$ cat src/rtl/counter_32bit.sv
// Free-running binary up-counter with clock enable and a one-cycle wrap flag.
// Counts 0..TERMINAL and wraps to 0, pulsing overflow in the cycle count reads 0.
module counter_32bit #(
    parameter int unsigned            WIDTH    = 32,
    parameter logic [WIDTH-1:0]       TERMINAL = {WIDTH{1'b1}}
) (
    input  logic             clk,
    input  logic             rst_n,
    input  logic             enable,
    output logic [WIDTH-1:0] count,
    output logic             overflow
);

    localparam logic [WIDTH-1:0] ONE  = {{(WIDTH-1){1'b0}}, 1'b1};
    localparam logic [WIDTH-1:0] ZERO = '0;

    always_ff @(posedge clk or negedge rst_n) begin
        if (!rst_n) begin
            count    <= ZERO;
            overflow <= 1'b0;
        end else if (enable) begin
            if (count == TERMINAL) begin
                count    <= ZERO;
                overflow <= 1'b1;
            end else if (count > TERMINAL) begin
                // Out-of-range value (e.g. after an override): recover silently.
                count    <= ZERO;
                overflow <= 1'b0;
            end else begin
                count    <= count + ONE;
                overflow <= 1'b0;
            end
        end else begin
            overflow <= 1'b0;
        end
    end

endmodule

$ cat config.mk
export PLATFORM = sky130hd
export DESIGN_NAME = counter_32bit
export DESIGN_NICKNAME = d
export VERILOG_FILES = /design/src/rtl/counter_32bit.sv
export SDC_FILE = /design/constraint.sdc
export NUM_CORES = 1
export LEC_CHECK = 0
export ABC_CLOCK_PERIOD_IN_PS = 4700
export CAP_MARGIN = 10
export CORE_MARGIN = 8
export CORE_UTILIZATION = 45
export DETAILED_ROUTE_END_ITERATION = 8
export MAX_ROUTING_LAYER = met4
export PLACE_DENSITY = 0.77
export SLEW_MARGIN = 30
export SYNTH_ARGS = -nofsm -noshare
export SYNTH_HDL_FRONTEND = slang
export SYNTH_SLANG_ARGS = --single-unit
$ cat constraint.sdc
create_clock -name clk -period 4.7 [get_ports clk]
set_input_delay 0.705 -clock clk [delete_from_list [all_inputs] [get_ports clk]]
set_output_delay 0.705 -clock clk [all_outputs]
set_load 0.01 [all_outputs]
==> flow_results.xml, run 1 <==
<?xml version="1.0" encoding="UTF-8"?>
<metrics>
  <group name="status">
    <metric name="outcome" unit="">finished clean</metric>
  </group>
  <group name="synth">
    <metric name="yosys_warnings" unit="">0</metric>
    <metric name="yosys.area.top_type" unit="">sky130_fd_sc_hd__dfrtp_1</metric>
    <metric name="dominant_combinational_cell_family_by_area_after_synthesis" unit="">simple AND/OR/NAND/NOR gates</metric>
    <metric name="synth.mux.area_fraction" unit="">0</metric>
    <metric name="synth-seq-cells" unit="">33</metric>
    <metric name="syn-mean-instance-area" unit="µm²">10.6</metric>
    <metric name="synth-main-ff-cell" unit="">sky130_fd_sc_hd__dfrtp_1</metric>
    <metric name="ys_top_cells_by_area" unit="">sky130_fd_sc_hd__dfrtp_1 (49%), sky130_fd_sc_hd__xor2_1 (7.2%), sky130_fd_sc_hd__nand4_1 (3.3%), sky130_fd_sc_hd__xnor2_1 (3.1%), sky130_fd_sc_hd__nand3_1 (2.4%)</metric>
    <metric name="async_flop_share" unit="">1.00</metric>
    <metric name="synth_commonest_cells" unit="">sky130_fd_sc_hd__dfrtp_1 (33), sky130_fd_sc_hd__xor2_1 (14), sky130_fd_sc_hd__nand2_1 (10)</metric>
    <metric name="synthesis.nets" unit="">164</metric>
    <metric name="synth_most_common_cell" unit="">sky130_fd_sc_hd__dfrtp_1</metric>
    <metric name="synth_compound_area_frac" unit="">0.0858</metric>
    <metric name="synth_xor_xnor_area_share" unit="">0.104</metric>
    <metric name="syn-instance-count" unit="">160</metric>
    <metric name="synth_adder_area_share" unit="">0.00740</metric>
    <metric name="synth-edff-count" unit="">0</metric>
    <metric name="synthDominantCellAreaShare" unit="">0.488</metric>
    <metric name="post_synth_num_cell_types" unit="">38</metric>
    <metric name="synthSimpleGateAreaFrac" unit="">0.278</metric>
    <metric name="syn_area" unit="µm²">1690</metric>
    <metric name="seq_area_frac_synth" unit="">0.488</metric>
  </group>
  <group name="place">
    <metric name="port_buffers" unit="">35</metric>
    <metric name="gp_congestion" unit="">0.811</metric>
    <metric name="dp_hpwl" unit="mm">2.82</metric>
    <metric name="post-place-cells" unit="">237</metric>
  </group>
  <group name="route">
    <metric name="detailedRoute.firstPassIterationCount" unit="">4</metric>
    <metric name="totalWireLength" unit="mm">3.89</metric>
    <metric name="vias" unit="">1332</metric>
    <metric name="wl_per_cell" unit="µm">15.9</metric>
    <metric name="drt_first_iter_violations" unit="">76</metric>
    <metric name="avgViaCountPerCell" unit="">5.44</metric>
    <metric name="route.detailed.drc" unit="">0</metric>
    <metric name="drtAntennaViolNets" unit="">0</metric>
  </group>
  <group name="grt">
    <metric name="grt_use_total" unit="">0.136</metric>
    <metric name="grt_pass1_vias" unit="">1361</metric>
    <metric name="grt_pass1_wl" unit="mm">6.55</metric>
    <metric name="grt_overflow_total" unit="">0</metric>
    <metric name="grt_start_max_net_pins" unit="">34</metric>
    <metric name="grt_antenna_before_repair" unit="">0</metric>
  </group>
  <group name="clock_network">
    <metric name="postCtsSetupBuffers" unit="">0</metric>
    <metric name="post_cts_resized" unit="">0</metric>
    <metric name="clockBufferDepth" unit="">2</metric>
    <metric name="clock_sink_count" unit="">33</metric>
    <metric name="clock_tree_from_tritoncts" unit="">done</metric>
    <metric name="cts-buffers-inserted" unit="">5</metric>
    <metric name="post_cts_hold_buffer_count" unit="">0</metric>
    <metric name="path_clk_slew" unit="ps">60</metric>
    <metric name="cts_root_buf" unit="">sky130_fd_sc_hd__clkbuf_8</metric>
    <metric name="clk-insertion-delay-late" unit="ps">280</metric>
    <metric name="h-tree-depth" unit="">2</metric>
  </group>
  <group name="finish">
    <metric name="finish.net_count" unit="">200</metric>
    <metric name="area.growth.synth_to_final" unit="%">26.4</metric>
    <metric name="sequential_cell_area" unit="µm²">826</metric>
    <metric name="multiInputGateArea" unit="µm²">803</metric>
    <metric name="post-route-util" unit="">0.588</metric>
    <metric name="fin_cells" unit="">245</metric>
    <metric name="antenna_cells" unit="">0</metric>
    <metric name="drive_above_1_share" unit="">0.0914</metric>
    <metric name="nFillCells" unit="">341</metric>
  </group>
  <group name="power_and_ir_drop">
    <metric name="power.total" unit="µW">670</metric>
    <metric name="leakage" unit="nW">0.946</metric>
    <metric name="ir_drop" unit="µV">149</metric>
    <metric name="power.density_cell_area" unit="nW/µm²">313</metric>
  </group>
  <group name="setup_path">
    <metric name="critical_path_required" unit="ps">4830</metric>
    <metric name="critPathSlowestCell" unit="">sky130_fd_sc_hd__nor4_4</metric>
    <metric name="critical_path.startpoint_type" unit="">input pin</metric>
    <metric name="worst_setup_path_end_kind" unit="">flip-flop</metric>
    <metric name="critPathMaxFanout" unit="">15</metric>
    <metric name="timing.setup.critical_path_class" unit="">in -&gt; reg</metric>
    <metric name="worstPathCellList" unit="">clkdlybuf4s50_1, nand3_2, nor4_4, nor2_1</metric>
    <metric name="crit_arrival" unit="ps">2620</metric>
    <metric name="critPathMaxStageDelay" unit="ps">820</metric>
  </group>
  <group name="timing">
    <metric name="setup_repair_after_global_routing_missed_its_margin" unit="">no</metric>
    <metric name="setup_viol" unit="">0</metric>
    <metric name="skew" unit="ps">3.31</metric>
    <metric name="tightest_slew" unit="ps">849</metric>
    <metric name="max_slew_margin" unit="">0.430</metric>
    <metric name="final-hold-violation-count" unit="">0</metric>
    <metric name="layout_min_cycle_time" unit="ps">2490</metric>
    <metric name="fin_tns_setup" unit="ps">0</metric>
    <metric name="report.final.slew_viol_count" unit="">0</metric>
    <metric name="final_min_period_over_clock_period" unit="">0.530</metric>
    <metric name="maxClockFrequency" unit="MHz">401</metric>
  </group>
  <group name="die">
    <metric name="core_area" unit="µm²">3630</metric>
    <metric name="fp.dieArea" unit="µm²">5980</metric>
    <metric name="boundaryPins" unit="">36</metric>
    <metric name="floorplan.initialDensity" unit="">0.466</metric>
    <metric name="row_count" unit="">22</metric>
    <metric name="fp.dieW" unit="µm">77.3</metric>
    <metric name="dieHeight" unit="µm">77.3</metric>
  </group>
  <group name="run">
    <metric name="drv.max_cap_violation_count" unit="">0</metric>
  </group>
  <group name="min_path">
    <metric name="hold_class" unit="">reg -&gt; reg</metric>
  </group>
</metrics>
==> final cells by class <==
class | instances | area share
flip-flops and latches | 33 | 0.386
clock buffers | 8 | 0.0374
multi-input cells | 117 | 0.376
well taps | 48 | 0.0281
inverters | 3 | 0.00527
repair buffers | 36 | 0.167
==> worst max-delay path: cells and delay by family <==
kind | cells | cell delay (ps)
buffers and inverters | 1 | 660
and+or+nand+nor | 3 | 1240
==> stage by stage <==
step	hold WS [ps]	setup WS, ps	cell area, µm²
floorplan	409	2680	1690
global placement	476	2040	2060
detailed placement	472	1940	2060
CTS	486	2230	2140
global route	512	2080	2140
finish	482	2210	2140
==> final timing paths <==
path | start | endpoint | slack [ps] | cells after the start
max reg2reg | count[14]$_DFFE_PN0P_ | count[9]$_DFFE_PN0P_ | 2520 | 4
min reg2reg | count[10]$_DFFE_PN0P_ | count[10]$_DFFE_PN0P_ | 480 | 1
max in group asynchronous | rst_n | count[19]$_DFFE_PN0P_ | 3570 | 2
max | enable | count[9]$_DFFE_PN0P_ | 2210 | 4
min in group asynchronous | rst_n | count[9]$_DFFE_PN0P_ | 830 | 2
min | count[10]$_DFFE_PN0P_ | count[10]$_DFFE_PN0P_ | 480 | 1
==> layout by cell type (no fill, tap or decap), types with 2 or more instances in the layout <==
master / n
sky130_fd_sc_hd__nand4_1: 9
sky130_fd_sc_hd__inv_1: 3
sky130_fd_sc_hd__o21ai_0: 4
sky130_fd_sc_hd__nand2_1: 10
sky130_fd_sc_hd__dfrtp_1: 33
sky130_fd_sc_hd__or4_1: 4
sky130_fd_sc_hd__xor2_1: 14
sky130_fd_sc_hd__clkbuf_8: 5
sky130_fd_sc_hd__o31ai_1: 5
sky130_fd_sc_hd__and2_1: 2
sky130_fd_sc_hd__and3_1: 6
sky130_fd_sc_hd__or3_1: 3
sky130_fd_sc_hd__clkbuf_1: 3
sky130_fd_sc_hd__nor2_1: 9
sky130_fd_sc_hd__and4_1: 3
sky130_fd_sc_hd__nor4_1: 3
sky130_fd_sc_hd__nor3_1: 4
sky130_fd_sc_hd__nand2b_1: 2
sky130_fd_sc_hd__and3_2: 3
sky130_fd_sc_hd__a21oi_1: 7
sky130_fd_sc_hd__a21oi_2: 2
sky130_fd_sc_hd__nand3_1: 8
sky130_fd_sc_hd__clkdlybuf4s50_1: 35
sky130_fd_sc_hd__xnor2_1: 6
==> registers in the layout, summed over array words and instances (netlist names) <==
name,cells
overflow,1
count,32
==> power by group <==
part | internal [mW] | switching, mW | total [mW]
clock | 0.105 | 0.0952 | 0.200
sequential | 0.309 | 0.0357 | 0.345
combinational | 0.0675 | 0.0570 | 0.125
==> layer usage <==
layer | share of wire | up-vias | GRT usage
li1 | - | 659 | -
met1 | 0.46 | 637 | 0.159
met2 | 0.48 | 33 | 0.214
met3 | 0.050 | 3 | 0.0524
met4 | 0.0069 | 0 | 0.0340
met5 | 0 | - | -
==> logic make-up (layout without fill, tap and decap cells) <==
family          Yosys count  in the layout
xor+xnor                 20             20
compound gates           22             22
buf+inv                  10             47
flops                    33             33
simple gates             74             74
fa+ha+maj                 1              1
(Power assumes the default switching activity.)
==> run 2, diff against run 1 <==
--- a/config.mk
+++ b/config.mk
@@ -5,7 +5,7 @@
 export SDC_FILE = /design/constraint.sdc
 export NUM_CORES = 1
 export LEC_CHECK = 0
-export ABC_CLOCK_PERIOD_IN_PS = 4700
+export ABC_CLOCK_PERIOD_IN_PS = 2500
 export CAP_MARGIN = 10
 export CORE_MARGIN = 8
 export CORE_UTILIZATION = 45
==> constraint.sdc (replaced) <==
create_clock -name clk -period 2.5 [get_ports clk]
set_input_delay 0.375 -clock clk [delete_from_list [all_inputs] [get_ports clk]]
set_output_delay 0.375 -clock clk [all_outputs]
set_load 0.01 [all_outputs]
==> run 2 against run 1 <==
Against the previous run: first-iteration DRC count is 14% higher; critical path depth stayed put; worst hold slack better by 8.3 ps; critical path type is now reg -> reg; utilization is 0.48 points higher; flip-flop and latch count stayed put; critical endpoint is now count[21]$_DFFE_PN0P_; die area stayed put; global-route usage is 0.18 points higher; non-clock buffer count is 2 higher.
==> flow_results.xml, run 2 (synthesis results as in run 1) <==
<?xml version="1.0" encoding="UTF-8"?>
<metrics>
  <group name="clock_network">
    <metric name="path_clk_slew" unit="ps">70</metric>
    <metric name="clock_tree_from_tritoncts" unit="">done</metric>
    <metric name="clock_sink_count" unit="">33</metric>
    <metric name="postCtsSetupBuffers" unit="">0</metric>
    <metric name="cts-buffers-inserted" unit="">5</metric>
    <metric name="post_cts_resized" unit="">0</metric>
    <metric name="clockBufferDepth" unit="">2</metric>
    <metric name="post_cts_hold_buffer_count" unit="">0</metric>
    <metric name="cts_root_buf" unit="">sky130_fd_sc_hd__clkbuf_8</metric>
    <metric name="clk-insertion-delay-late" unit="ps">290</metric>
    <metric name="h-tree-depth" unit="">2</metric>
  </group>
  <group name="power_and_ir_drop">
    <metric name="ir_drop" unit="µV">315</metric>
    <metric name="leakage" unit="nW">0.961</metric>
    <metric name="power.density_cell_area" unit="nW/µm²">588</metric>
  </group>
  <group name="finish">
    <metric name="drive_above_1_share" unit="">0.111</metric>
    <metric name="regMostFlops" unit="">count</metric>
    <metric name="largest_reg_flops" unit="">32</metric>
    <metric name="most_common_library_cell_in_the_layout_ignoring_fill_and_taps" unit="">sky130_fd_sc_hd__clkdlybuf4s50_1</metric>
    <metric name="nFillCells" unit="">334</metric>
    <metric name="antenna_cells" unit="">0</metric>
    <metric name="sequential_cell_area" unit="µm²">826</metric>
    <metric name="finish.net_count" unit="">202</metric>
    <metric name="fin_cells" unit="">247</metric>
    <metric name="reg_top3" unit="">count: 32 flops, overflow: 1 flops</metric>
    <metric name="area.growth.synth_to_final" unit="%">27.4</metric>
    <metric name="multiInputGateArea" unit="µm²">803</metric>
    <metric name="mostFrequentLayoutCells" unit="">sky130_fd_sc_hd__clkdlybuf4s50_1 (35), sky130_fd_sc_hd__dfrtp_1 (33), sky130_fd_sc_hd__xor2_1 (14)</metric>
    <metric name="post-route-util" unit="">0.593</metric>
  </group>
  <group name="status">
    <metric name="outcome" unit="">finished clean</metric>
  </group>
  <group name="place">
    <metric name="port_buffers" unit="">35</metric>
    <metric name="dp_hpwl" unit="mm">2.70</metric>
    <metric name="post-place-cells" unit="">239</metric>
    <metric name="gp_congestion" unit="">0.838</metric>
  </group>
  <group name="die">
    <metric name="floorplan.initialDensity" unit="">0.466</metric>
    <metric name="fp.dieArea" unit="µm²">5980</metric>
    <metric name="dieHeight" unit="µm">77.3</metric>
    <metric name="core_area" unit="µm²">3630</metric>
    <metric name="boundaryPins" unit="">36</metric>
    <metric name="row_count" unit="">22</metric>
    <metric name="fp.dieW" unit="µm">77.3</metric>
  </group>
  <group name="setup_path">
    <metric name="critPathMaxFanout" unit="">23</metric>
    <metric name="critical_path.startpoint_type" unit="">flip-flop</metric>
    <metric name="timing.reg2reg.setup_slack" unit="ps">650</metric>
    <metric name="regToRegEndpoint" unit="">count[21]$_DFFE_PN0P_</metric>
    <metric name="ff2ff_path_depth" unit="">4</metric>
    <metric name="worst_setup_path_end_kind" unit="">flip-flop</metric>
    <metric name="critical_path_required" unit="ps">2710</metric>
    <metric name="worstReg2RegStart" unit="">count[14]$_DFFE_PN0P_</metric>
    <metric name="timing.setup.critical_path_class" unit="">reg -&gt; reg</metric>
    <metric name="crit_arrival" unit="ps">2060</metric>
  </group>
  <group name="grt">
    <metric name="grt_pass1_wl" unit="mm">6.48</metric>
    <metric name="grt_use_total" unit="">0.138</metric>
    <metric name="grt_overflow_total" unit="">0</metric>
    <metric name="grt_pass1_vias" unit="">1336</metric>
    <metric name="grt_start_max_net_pins" unit="">34</metric>
    <metric name="grt_antenna_before_repair" unit="">0</metric>
  </group>
  <group name="timing">
    <metric name="setup_repair_after_global_routing_missed_its_margin" unit="">no</metric>
    <metric name="layout_min_cycle_time" unit="ps">1850</metric>
    <metric name="skew" unit="ps">3.52</metric>
    <metric name="maxClockFrequency" unit="MHz">540</metric>
    <metric name="max_slew_margin" unit="">0.705</metric>
    <metric name="final_min_period_over_clock_period" unit="">0.740</metric>
    <metric name="report.final.slew_viol_count" unit="">0</metric>
    <metric name="setup_viol" unit="">0</metric>
    <metric name="tightest_slew" unit="ps">437</metric>
    <metric name="final-hold-violation-count" unit="">0</metric>
    <metric name="fin_tns_setup" unit="ps">0</metric>
  </group>
  <group name="route">
    <metric name="vias" unit="">1375</metric>
    <metric name="avgViaCountPerCell" unit="">5.57</metric>
    <metric name="wl_per_cell" unit="µm">15.3</metric>
    <metric name="totalWireLength" unit="mm">3.78</metric>
    <metric name="drtAntennaViolNets" unit="">0</metric>
    <metric name="detailedRoute.firstPassIterationCount" unit="">4</metric>
    <metric name="drt_first_iter_violations" unit="">87</metric>
    <metric name="route.detailed.drc" unit="">0</metric>
  </group>
  <group name="min_path">
    <metric name="hold_class" unit="">in -&gt; async</metric>
  </group>
  <group name="run">
    <metric name="drv.max_cap_violation_count" unit="">0</metric>
  </group>
</metrics>
[run 2: worst max path at each step]
stage	start	to
final	count[14]$_DFFE_PN0P_	count[21]$_DFFE_PN0P_
after global routing	count[14]$_DFFE_PN0P_	count[27]$_DFFE_PN0P_
after CTS	count[14]$_DFFE_PN0P_	count[21]$_DFFE_PN0P_
after detailed placement	enable	count[31]$_DFFE_PN0P_
after global placement	enable	count[31]$_DFFE_PN0P_
after floorplan	count[0]$_DFFE_PN0P_	count[11]$_DFFE_PN0P_
[run 2: routing by layer]
| metal | vias to the layer above | wire [µm] | global-route usage |
|---|---|---|---|
| met5 | - | 0 | - |
| met4 | 0 | 64 | 0.0604 |
| met3 | 7 | 245 | 0.0559 |
| met2 | 47 | 1700 | 0.202 |
| met1 | 662 | 1760 | 0.162 |
| li1 | 659 | - | - |
[run 2: stage by stage]
step	setup WS (ps)	hold slack, ps	power, mW	instance area [µm²]
6_report	649	490	1.27	2160
5_1_grt	538	506	1.34	2160
3_3_place_gp	432	473	0.882	2070
2_1_floorplan	703	79.4	0.759	1690
3_5_place_dp	367	476	0.893	2070
4_1_cts	642	491	1.29	2160
[run 2: final cells by class]
type	count	share of cell area
clock buffers	6	0.0337
flip-flops and latches	33	0.383
well taps	48	0.0279
multi-input cells	117	0.373
inverters	3	0.00522
repair buffers	38	0.173
clock inverters	2	0.00464
[run 2: worst max-delay path: stages (launching register included)]
cell	delay, ps
sky130_fd_sc_hd__dfrtp_1	440
sky130_fd_sc_hd__and4_4	270
sky130_fd_sc_hd__nand4_4	310
sky130_fd_sc_hd__or4_1	590
sky130_fd_sc_hd__a21oi_1	160
[run 2: power breakdown]
part | switching [mW] | leakage [nW] | internal (mW) | total (mW)
combinational | 0.106 | 0.475 | 0.127 | 0.233
clock | 0.196 | 0.0450 | 0.193 | 0.389
sequential | 0.0632 | 0.442 | 0.581 | 0.645
total | 0.366 | 0.961 | 0.901 | 1.27
==> patch (config.mk and constraints of run 2) <==
Set the parameter `WIDTH` to 64 (it was 32).
--- a/src/rtl/counter_32bit.sv
+++ b/src/rtl/counter_32bit.sv
@@ -1,7 +1,7 @@
 // Free-running binary up-counter with clock enable and a one-cycle wrap flag.
 // Counts 0..TERMINAL and wraps to 0, pulsing overflow in the cycle count reads 0.
 module counter_32bit #(
-    parameter int unsigned            WIDTH    = 32,
+    parameter int unsigned            WIDTH    = 64,
     parameter logic [WIDTH-1:0]       TERMINAL = {WIDTH{1'b1}}
 ) (
     input  logic             clk,
Ports: changed (resized count); port bits go from 36 to 68. The function was not compared with the original's and may differ.
==> patch against run 2 <==
  * The run now ends with negative hold slack left
  * Largest cell class unchanged
  * Sequential cell count up 32
  * Sequential power grew 80%
  * Via count grew 97%
  * Worst setup slack got worse by 0.45 ns
  * Critical endpoint is now count[37]$_DFFE_PN0P_
  * Power is 97% higher
  * Design area grew 98%
  * Routed wire length rose by 110%
  * Synthesized area increased by 88%
==> patch: results (changes against run 2) <==
The clock-cell share of area came out at 0.0567 (was 0.0383). The post-detailed-placement half-perimeter wirelength was 5.67 mm (was 2.70 mm). The endpoint of the worst register-to-register path is count[37]$_DFFE_PN0P_ (was count[21]$_DFFE_PN0P_). The maximum number of pins on one net before global-route repair came to 40 (was 34). The area of the multi-input gates was 1490 um2 (was 803 um2). The stage delay of the slowest cell on the critical path is 0.50 ns (was 0.59 ns). The largest clock skew in the final design was 0.00658 ns (was 0.00352 ns). The buffer count excluding the clock tree in the final layout came out at 79 (was 38).

The wire length on met3 is 645 um (was 245 um). Status: finished with violations (was finished, final reports clean). The final reports fail on negative hold slack. The final cell utilization of the core came out at 0.626 (was 0.593).

The routed wire length on met2 came to 3.69 mm (was 1.70 mm). The static power due to leakage was 1.84 nW (was 0.961 nW). The layout cell share with drive strength beyond 1 came out at 0.0871 (was 0.111). The routability-driven placement congestion ratio was 0.802 (was 0.838).

The multi-input logic cell count is 235 (was 117). The worst reg-to-reg path cell count came out at 6 (was 4). The number of clock-tree buffers in the layout came out at 9 (was 6).

The tightest hold margin came to -0.0114 ns (was 0.490 ns). The slowest cell on the critical path is sky130_fd_sc_hd__nor4_1 (was sky130_fd_sc_hd__or4_1). The count of filler cells inserted in the layout is 606 (was 334). The flop and latch count out of synthesis was 65 (was 33). The total count of hold-check failures in the final report came out at 4 (was 0). The sum of routed wire segments on met1 was 3.63 mm (was 1.76 mm). The total track usage came to 0.172 (was 0.138). The via count came to 2712 (was 1375). Top flop regs: count (64), overflow (1) (was count (32), overflow (1)). The clock latency on the worst-skew pair is 0.34 ns (was 0.29 ns). The arrival time at the worst endpoint came out at 2.53 ns (was 2.06 ns).
[patch: cell types whose count changed in the layout (fill, tap and decap cells not counted), sizes merged, moves of 12 or more]
cell | run 2 | this run
nand4 | 10 | 31
xor2 | 14 | 32
nand2 | 11 | 23
nor2 | 9 | 35
xnor2 | 6 | 20
dfrtp | 33 | 65
clkdlybuf4s50 | 35 | 66
[patch: metrics by stage]
step,cells,cell area [um2],power (mW)
6_report,498,4280,2.49
5_1_grt,498,4280,2.59
4_1_cts,498,4280,2.52
3_5_place_dp,482,4030,1.42
3_3_place_gp,482,4030,1.41
2_1_floorplan,315,3180,1.27
[patch: where the power goes]
group	switching, mW	internal [mW]
combinational	0.108	0.123
sequential	0.0677	1.09
clock	0.435	0.662
[patch: logic make-up after synthesis]
logic type	synth area share
XOR/XNOR	0.143
buffers and inverters	0.0197
AND/OR/NAND/NOR	0.280
adder cells (fa/ha/maj)	0.00394
flip-flops	0.512
AO/OA/AOI/OAI	0.0406
